`config.mk`:
```
export PLATFORM = sky130hd
export DESIGN_NAME = instruction_fetch_unit_flat
export DESIGN_NICKNAME = d
export VERILOG_FILES = /design/src/rtl/instruction_fetch_unit_pkg.sv /design/src/rtl/instruction_fetch_unit_if.sv /design/src/rtl/instruction_fetch_unit_fetch_holding_buffer.sv /design/src/rtl/instruction_fetch_unit.sv /design/src/flat_wrapper.sv
export SDC_FILE = /design/constraint.sdc
export NUM_CORES = 1
export LEC_CHECK = 0
export BUFFER_PORTS_ARGS = -buffer_cell sky130_fd_sc_hd__buf_2
export CAP_MARGIN = 0
export CORE_ASPECT_RATIO = 0.75
export CORE_UTILIZATION = 49
export DETAILED_ROUTE_END_ITERATION = 8
export GPL_TIMING_DRIVEN = 1
export PLACE_DENSITY = 0.88
export SLEW_MARGIN = 20
export SYNTH_ARGS = -nofsm -noshare
export SYNTH_HDL_FRONTEND = slang
export SYNTH_HIERARCHICAL = 1
export SYNTH_SLANG_ARGS = --single-unit
```
`constraint.sdc`:
```
create_clock -name clk -period 1.8 [get_ports clk]
set_input_delay 0.54 -clock clk [delete_from_list [all_inputs] [get_ports clk]]
set_output_delay 0.54 -clock clk [all_outputs]
set_load 0.02 [all_outputs]
```
`src/rtl/instruction_fetch_unit_pkg.sv`:
```
// ---------------------------------------------------------------------------
// if_pkg : shared definitions for the instruction fetch unit.
//   fetch_state_t : request FSM states
//                   S_REQ  - a request may be issued
//                   S_WAIT - waiting for the word of the outstanding request
//                   S_DROP - waiting for a word that a redirect made stale
//   PC_INC        : PC step between sequential instructions
//   NOP_WORD      : value presented to IF/ID out of reset
//   word_align()  : clears the byte-offset bits of an address
// ---------------------------------------------------------------------------
package if_pkg;

  typedef enum logic [1:0] {
    S_REQ  = 2'd0,
    S_WAIT = 2'd1,
    S_DROP = 2'd2
  } fetch_state_t;

  localparam logic [31:0] PC_INC   = 32'd4;
  localparam logic [31:0] NOP_WORD = 32'h0000_0000;

  function automatic logic [31:0] word_align(input logic [31:0] addr);
    return {addr[31:2], 2'b00};
  endfunction

endpackage

```
`src/rtl/instruction_fetch_unit_if.sv`:
```
// ---------------------------------------------------------------------------
// instruction_fetch_unit_if : instruction memory read channel.
//   imem_req    : read request valid (fetch -> memory)
//   imem_addr   : word address, bits [1:0] always 0 (fetch -> memory)
//   imem_ready  : memory accepts a request when imem_req & imem_ready
//   imem_rvalid : one pulse per accepted request, latency >= 1 cycle
//   imem_rdata  : instruction word, valid with imem_rvalid
// Modports: master = fetch unit, slave = instruction memory.
// ---------------------------------------------------------------------------
interface instruction_fetch_unit_if;

  logic        imem_req;
  logic [31:0] imem_addr;
  logic        imem_ready;
  logic        imem_rvalid;
  logic [31:0] imem_rdata;

  modport master (
    output imem_req,
    output imem_addr,
    input  imem_ready,
    input  imem_rvalid,
    input  imem_rdata
  );

  modport slave (
    input  imem_req,
    input  imem_addr,
    output imem_ready,
    output imem_rvalid,
    output imem_rdata
  );

endinterface

```
`src/rtl/instruction_fetch_unit_fetch_holding_buffer.sv`:
```
// ---------------------------------------------------------------------------
// fetch_holding_buffer : one-entry buffer between the memory response and
// the IF/ID register.
//   clk, reset : clock and synchronous active-high reset
//   i_load     : capture i_instr / i_pc4 and mark the entry valid
//   i_instr    : returned instruction word
//   i_pc4      : address of that word + 4
//   i_consume  : IF/ID takes the entry this edge
//   i_flush    : discard the entry (redirect)
//   o_valid    : entry holds a word not yet taken by IF/ID
//   o_instr    : buffered instruction word
//   o_pc4      : buffered PC + 4
// Flush wins over load, load wins over consume. The word/PC fields are
// kept when the entry is consumed or flushed; only o_valid drops.
// ---------------------------------------------------------------------------
module fetch_holding_buffer
  import if_pkg::*;
(
  input  logic        clk,
  input  logic        reset,
  input  logic        i_load,
  input  logic [31:0] i_instr,
  input  logic [31:0] i_pc4,
  input  logic        i_consume,
  input  logic        i_flush,
  output logic        o_valid,
  output logic [31:0] o_instr,
  output logic [31:0] o_pc4
);

  logic        r_valid;
  logic [31:0] r_instr;
  logic [31:0] r_pc4;

  always_ff @(posedge clk) begin
    if (reset) begin
      r_valid <= 1'b0;
      r_instr <= NOP_WORD;
      r_pc4   <= 32'd0;
    end else if (i_flush) begin
      r_valid <= 1'b0;
    end else if (i_load) begin
      r_valid <= 1'b1;
      r_instr <= i_instr;
      r_pc4   <= i_pc4;
    end else if (i_consume) begin
      r_valid <= 1'b0;
    end
  end

  assign o_valid = r_valid;
  assign o_instr = r_instr;
  assign o_pc4   = r_pc4;

endmodule

```
`src/rtl/instruction_fetch_unit.sv`:
```
// ---------------------------------------------------------------------------
// instruction_fetch_unit : fetch stage front end.
// Owns the PC, keeps at most one read outstanding on the instruction memory
// and holds the returned word until the IF/ID register takes it.
//   clk          : rising-edge clock
//   reset        : synchronous active-high reset
//   stall        : IF/ID must not accept a new instruction this cycle
//   redirect     : taken branch/jump this cycle
//   redirect_pc  : target PC, bits [1:0] ignored
//   imem         : instruction memory read channel (master side)
//   instruction  : word presented to IF/ID
//   PCplus4      : address of presented word + 4
//   IF_ID_Write  : 1 = IF/ID captures this edge, 0 = bubble
// Parameter RESET_PC : PC after reset (bits [1:0] forced to 0).
// ---------------------------------------------------------------------------
module instruction_fetch_unit
  import if_pkg::*;
#(
  parameter logic [31:0] RESET_PC = 32'h0000_0000
) (
  input  logic                             clk,
  input  logic                             reset,
  input  logic                             stall,
  input  logic                             redirect,
  input  logic [31:0]                      redirect_pc,
  instruction_fetch_unit_if.master         imem,
  output logic [31:0]                      instruction,
  output logic [31:0]                      PCplus4,
  output logic                             IF_ID_Write
);

  fetch_state_t r_state;
  fetch_state_t w_state_next;
  logic [31:0]  r_pc;
  logic [31:0]  w_pc_next;
  logic [31:0]  r_pc_inflight;
  logic [31:0]  w_pc_inflight_next;

  logic         w_buf_valid;
  logic [31:0]  w_buf_instr;
  logic [31:0]  w_buf_pc4;
  logic         w_if_id_write;
  logic         w_imem_req;
  logic         w_accept;
  logic         w_load;

  // A word leaves the buffer only when nothing holds the IF/ID stage.
  assign w_if_id_write = w_buf_valid & ~stall & ~redirect;

  // A new request may issue only if the buffer will have room for its word:
  // either it is empty or it is being emptied this very edge.
  assign w_imem_req = (r_state == S_REQ) & (~w_buf_valid | w_if_id_write);
  assign w_accept   = w_imem_req & imem.imem_ready;

  // -------------------------------------------------------------------------
  // State / PC registers
  // -------------------------------------------------------------------------
  always_ff @(posedge clk) begin
    if (reset) begin
      r_state       <= S_REQ;
      r_pc          <= word_align(RESET_PC);
      r_pc_inflight <= word_align(RESET_PC);
    end else begin
      r_state       <= w_state_next;
      r_pc          <= w_pc_next;
      r_pc_inflight <= w_pc_inflight_next;
    end
  end

  // -------------------------------------------------------------------------
  // Next-state logic. Redirect overrides every state action.
  // -------------------------------------------------------------------------
  always_comb begin
    w_state_next       = r_state;
    w_pc_next          = r_pc;
    w_pc_inflight_next = r_pc_inflight;
    w_load             = 1'b0;

    if (redirect) begin
      w_pc_next = word_align(redirect_pc);
      if (r_state != S_REQ) begin
        // A response is still owed; if it is not arriving now it must be
        // swallowed later. If it arrives now it is simply not loaded.
        w_state_next = imem.imem_rvalid ? S_REQ : S_DROP;
      end else begin
        // A request accepted this edge cannot be answered before the next
        // cycle, so its word is always stale.
        w_state_next = w_accept ? S_DROP : S_REQ;
      end
    end else begin
      case (r_state)
        S_REQ: begin
          if (w_accept) begin
            w_pc_inflight_next = r_pc;
            w_pc_next          = r_pc + PC_INC;
            w_state_next       = S_WAIT;
          end
        end
        S_WAIT: begin
          if (imem.imem_rvalid) begin
            w_load       = 1'b1;
            w_state_next = S_REQ;
          end
        end
        S_DROP: begin
          if (imem.imem_rvalid) begin
            w_state_next = S_REQ;
          end
        end
        default: begin
          w_state_next = S_REQ;
        end
      endcase
    end
  end

  // -------------------------------------------------------------------------
  // Holding buffer
  // -------------------------------------------------------------------------
  fetch_holding_buffer u_buf (
    .clk       (clk),
    .reset     (reset),
    .i_load    (w_load),
    .i_instr   (imem.imem_rdata),
    .i_pc4     (r_pc_inflight + PC_INC),
    .i_consume (w_if_id_write),
    .i_flush   (redirect),
    .o_valid   (w_buf_valid),
    .o_instr   (w_buf_instr),
    .o_pc4     (w_buf_pc4)
  );

  assign imem.imem_req  = w_imem_req;
  assign imem.imem_addr = r_pc;
  assign instruction    = w_buf_instr;
  assign PCplus4        = w_buf_pc4;
  assign IF_ID_Write    = w_if_id_write;

  // Memory must never answer when no request is outstanding.
  a_no_rvalid_in_req : assert property (
    @(posedge clk) disable iff (reset) !(imem.imem_rvalid && (r_state == S_REQ))
  );

endmodule

```
`src/flat_wrapper.sv`:
```
// flat-port wrapper written by rule: the top's interface ports become plain ports
module instruction_fetch_unit_flat import if_pkg::*;
#(
  parameter logic [31:0] RESET_PC = 32'h0000_0000
)
  (clk, reset, stall, redirect, redirect_pc, instruction, PCplus4, IF_ID_Write, imem_imem_req, imem_imem_addr, imem_imem_ready, imem_imem_rvalid, imem_imem_rdata);
  instruction_fetch_unit_if imem_i ();
  input  logic clk;
  input  logic reset;
  input  logic stall;
  input  logic redirect;
  input  logic [31:0] redirect_pc;
  output logic [31:0] instruction;
  output logic [31:0] PCplus4;
  output logic IF_ID_Write;
  output wire logic [$bits(imem_i.imem_req)-1:0] imem_imem_req;
  output wire logic [$bits(imem_i.imem_addr)-1:0] imem_imem_addr;
  input wire logic [$bits(imem_i.imem_ready)-1:0] imem_imem_ready;
  input wire logic [$bits(imem_i.imem_rvalid)-1:0] imem_imem_rvalid;
  input wire logic [$bits(imem_i.imem_rdata)-1:0] imem_imem_rdata;
  assign imem_imem_req = imem_i.imem_req;
  assign imem_imem_addr = imem_i.imem_addr;
  assign imem_i.imem_ready = imem_imem_ready;
  assign imem_i.imem_rvalid = imem_imem_rvalid;
  assign imem_i.imem_rdata = imem_imem_rdata;
  instruction_fetch_unit #(.RESET_PC(RESET_PC)) u_core (.clk(clk), .reset(reset), .stall(stall), .redirect(redirect), .redirect_pc(redirect_pc), .imem(imem_i), .instruction(instruction), .PCplus4(PCplus4), .IF_ID_Write(IF_ID_Write));
endmodule
```
==> flow_metrics.env <==
export IMPL_cts_tree="done"
export IMPL_totalNegativeSetupSlack_ns=-0.0280
export IMPL_drt_total_wl_mm=19.2
export IMPL_cp_required_ns=2.15
export IMPL_area_growth_pct=34.4
export IMPL_yosys_register_bits=127
export IMPL_vias=6463
export IMPL_clock_latency_ns=0.41
export IMPL_yosysUniqueCellTypes=50
export IMPL_p_seq_share_pct=37.8
export IMPL_grt_pass1_vias=6200
export IMPL_antenna_found_initial=0
export IMPL_status="complete, but fails checks"
export IMPL_antenna_cells=0
export IMPL_yosys_top_cells_area="dfxtp_1, nand4bb_1, o21ai_2, nand2b_1, nand2_1"
export IMPL_pwr_share_comb_pct=10.8
export IMPL_fin_util_pct=69.2
export IMPL_min_period_ns=1.82
export IMPL_synth_edf_count=0
export IMPL_p_per_area_mw_per_mm2=854
export IMPL_core_mm2=0.0133
export IMPL_ir_drop_mv=0.708
export IMPL_dpl_hpwl_mm=13.0
export IMPL_end_kind="flip-flop"
export IMPL_power_total_mw=7.85
export IMPL_wl_met1_mm=8.14
export IMPL_yosysWarnings=6
export IMPL_die_height_um=104
export IMPL_yosysSeqAreaShare_pct=37.2
export IMPL_grt_ovfl_total=0
export IMPL_track_usage_pct=26.2
export IMPL_crit_chain="nand4_1, nor3_1, buf_4, nand4_4, nor3_4, xor2_1, nand4bb_1, o21ai_2"
export IMPL_synth_flop_cell="dfxtp_1"
export IMPL_ant_nets=0
export IMPL_fin_ws_ns=-0.0188
export IMPL_power_frac_clock_pct=51.4
export IMPL_routabilityCongestion=0.915
export IMPL_rows=36
export IMPL_worst_path_stages=8
export IMPL_violations="DRC, setup timing"
export IMPL_synth_top_cell_by_area="dfxtp_1"
export IMPL_viasPerCell=5.59
export IMPL_die_area_mm2=0.0144
export IMPL_dr_wl_met3_mm=1.30
export IMPL_crit_buf_inv=1
export IMPL_hold_viol=0
export IMPL_cts_made_buffers=17
export IMPL_dr_wl_met2_mm=9.45
export IMPL_cp_slowest_cell="dfxtp_1"
export IMPL_p_int_mw=6.06
export IMPL_fmax_mhz=550
export IMPL_path_class="flip-flop to flip-flop"
export IMPL_portBuffers=163
export IMPL_cts_htree_levels=4
export IMPL_fin_worst_skew_ns=0.00663
export IMPL_drv_slew=0
export IMPL_drc=14
export IMPL_startpoint="u_core/r_pc_inflight[20]"
export IMPL_syn_area_mm2=0.00684
export IMPL_grt_pass1_wl_mm=30.7
export IMPL_setup_viol=2
export IMPL_leakagePower_nw=3.82
export IMPL_ctsRootBufferMaster="clkbuf_16"
export IMPL_syn_inst=759
export IMPL_maxCapViolCount=0
export IMPL_drive_above_1_share_pct=40.7
export IMPL_critPathMaxFanout=4
export IMPL_cts_sinks=127
export IMPL_r2r_end="u_core/u_buf/o_pc4[31]"
export IMPL_switchingPower_mw=1.79
export IMPL_cp_top_family="simple AND/OR/NAND/NOR gates"
export IMPL_arrival_ns=2.17
export IMPL_r2r_slack_ns=-0.02
export IMPL_clk_pin_slew_ns=0.06
export IMPL_final_nets=1047
export IMPL_yosys_area_top_type_share_pct=37.2
export IMPL_crit_path_end="u_core/u_buf/o_pc4[31]"
export IMPL_wire_per_inst_um=16.6
export IMPL_drt_iter0_drc=505
export IMPL_fillers=964
export IMPL_worstReg2RegStart="u_core/r_pc_inflight[20]"
export IMPL_startpoint_type="flip-flop"
export IMPL_syn_area_per_cell_um2=9.01
export IMPL_critPathMaxStageDelay_ns=0.34
export IMPL_clk_path_buf_depth=2
export IMPL_fin_crit_sh_pct=101
export IMPL_initial_core_util_pct=51.5
export IMPL_rsz0062_at_grt="true"
export IMPL_r2r_cells=8
export IMPL_fp_dieW_um=138
export IMPL_io_pins=168
export IMPL_firstDrtPassIters=7
export IMPL_grt_max_degree=55
export IMPL_p_sw_share_pct=22.8
export IMPL_topRoutingLayerUsed="met4"
export IMPL_hold_path_class="input pin to flip-flop"
export IMPL_async_reset_ff_share_pct=0
==> cell type report <==
cell class	instances	area (um2)	share of cell area, %
multi-input cells	557	4030	43.9
inverters	15	56.3	0.613
flip-flops and latches	127	2560	27.9
repair buffers	255	1630	17.7
well taps	171	214	2.33
clock inverters	9	201	2.19
clock buffers	23	498	5.42
==> state kept, by name (all words and copies together) (netlist names) <==
signal                 flops
u_core/imem.imem_addr     30
u_core/r_state             2
u_core/u_buf/o_instr      32
u_core/u_buf/o_valid       1
u_core/r_pc_inflight      30
u_core/u_buf/o_pc4        32
==> per-stage QoR <==
stage,cell area (um2),setup WS [ns],hold slack (ns),std cells
CTS,9050,-0.0768,0.365,1155
floorplan,6860,0.00127,0.436,762
global placement,8210,-0.117,0.446,1119
global route,9190,-0.174,0.383,1157
detailed placement,8210,-0.160,0.446,1119
finish,9190,-0.0188,0.374,1157
==> what timing repair did <==
action,in CTS,in global routing
setup endpoints to repair,15,33
resized for setup,29,28
pin swaps,13,17
hold buffers,0,0
hold endpoints to repair,0,0
buffers inserted,4,3
==> worst min-delay path, cell delays in order <==
cell,delay [ns]
buf_2,0.10
nand2_1,0.06
a21oi_1,0.05
==> placed cells by master (no fill, tap or decap), drive strengths merged, types with 8 or more instances in the layout <==
cell,count
a211oi,10
a21oi,36
a31oi,8
and2,11
buf,255
clkbuf,23
dfxtp,127
inv,15
nand2,87
nand2b,64
nand3,26
nand4,21
nand4bb,64
nor2,39
nor3,8
o21ai,70
o22ai,11
xnor2,29
xor2,23
==> metal layers <==
layer | vias up | GRT usage [%]
met3 | 35 | 6.72
met5 | - | 0
li1 | 3117 | -
met1 | 3080 | 32.8
met2 | 231 | 43.8
met4 | 0 | 8.99
==> kinds of logic (layout without fill, tap and decap cells) <==
logic type               count (synthesis)  count (layout)  share of synthesized area [%]
XOR/XNOR                                52              52                           6.66
buffers and inverters                   78             302                           7.14
other                                    1               4                         0.0549
adder cells (fa/ha/maj)                  4               4                          0.732
AND/OR/NAND/NOR                        351             351                           33.0
AO/OA/AOI/OAI                          146             146                           15.2
flip-flops                             127             127                           37.2
==> power groups by stage <==
stage / clock network [mW] / logic, mW / registers, mW
after floorplan: 0 / 0.400 / 3.09
after global placement: 0 / 0.791 / 3.01
after detailed placement: 0 / 0.806 / 3.01
after CTS: 4.07 / 0.828 / 2.96
after global routing: 4.20 / 0.911 / 2.97
final: 4.03 / 0.851 / 2.97
==> synth_stat cells, types with 2 or more instances <==
cell,instances
o21ai_1,4
nand4_1,17
nand4_2,4
buf_4,4
and2_1,11
a311oi_1,4
nand3_1,25
a31oi_1,8
nor4_1,4
nand2b_1,64
o21ai_2,61
xnor2_1,29
o21ai_0,5
and3_1,4
clkbuf_1,25
ha_1,4
or3_1,6
nor2b_1,2
nor3_1,7
a21oi_1,36
buf_6,5
a22oi_1,4
clkbuf_8,2
buf_12,6
buf_2,20
dfxtp_1,127
nor2_1,39
a211oi_1,10
o22ai_1,11
nand4bb_1,64
inv_1,15
and4_1,4
nor3b_1,2
or2_2,2
nand2_1,86
xor2_1,23
nor4_4,2
==> worst min path at each step <==
stage                                         from                  endpoint  slack (ns)  depth (start not counted)
after floorplan           u_core/r_pc_inflight[21]  u_core/r_pc_inflight[21]        0.44                          2
after global routing                redirect_pc[9]  u_core/imem.imem_addr[9]        0.38                          3
after global placement    u_core/r_pc_inflight[21]  u_core/r_pc_inflight[21]        0.45                          2
after CTS                           redirect_pc[9]  u_core/imem.imem_addr[9]        0.36                          3
after detailed placement  u_core/r_pc_inflight[30]  u_core/r_pc_inflight[30]        0.45                          2
final                               redirect_pc[9]  u_core/imem.imem_addr[9]        0.37                          3
(Power assumes the default switching activity.)
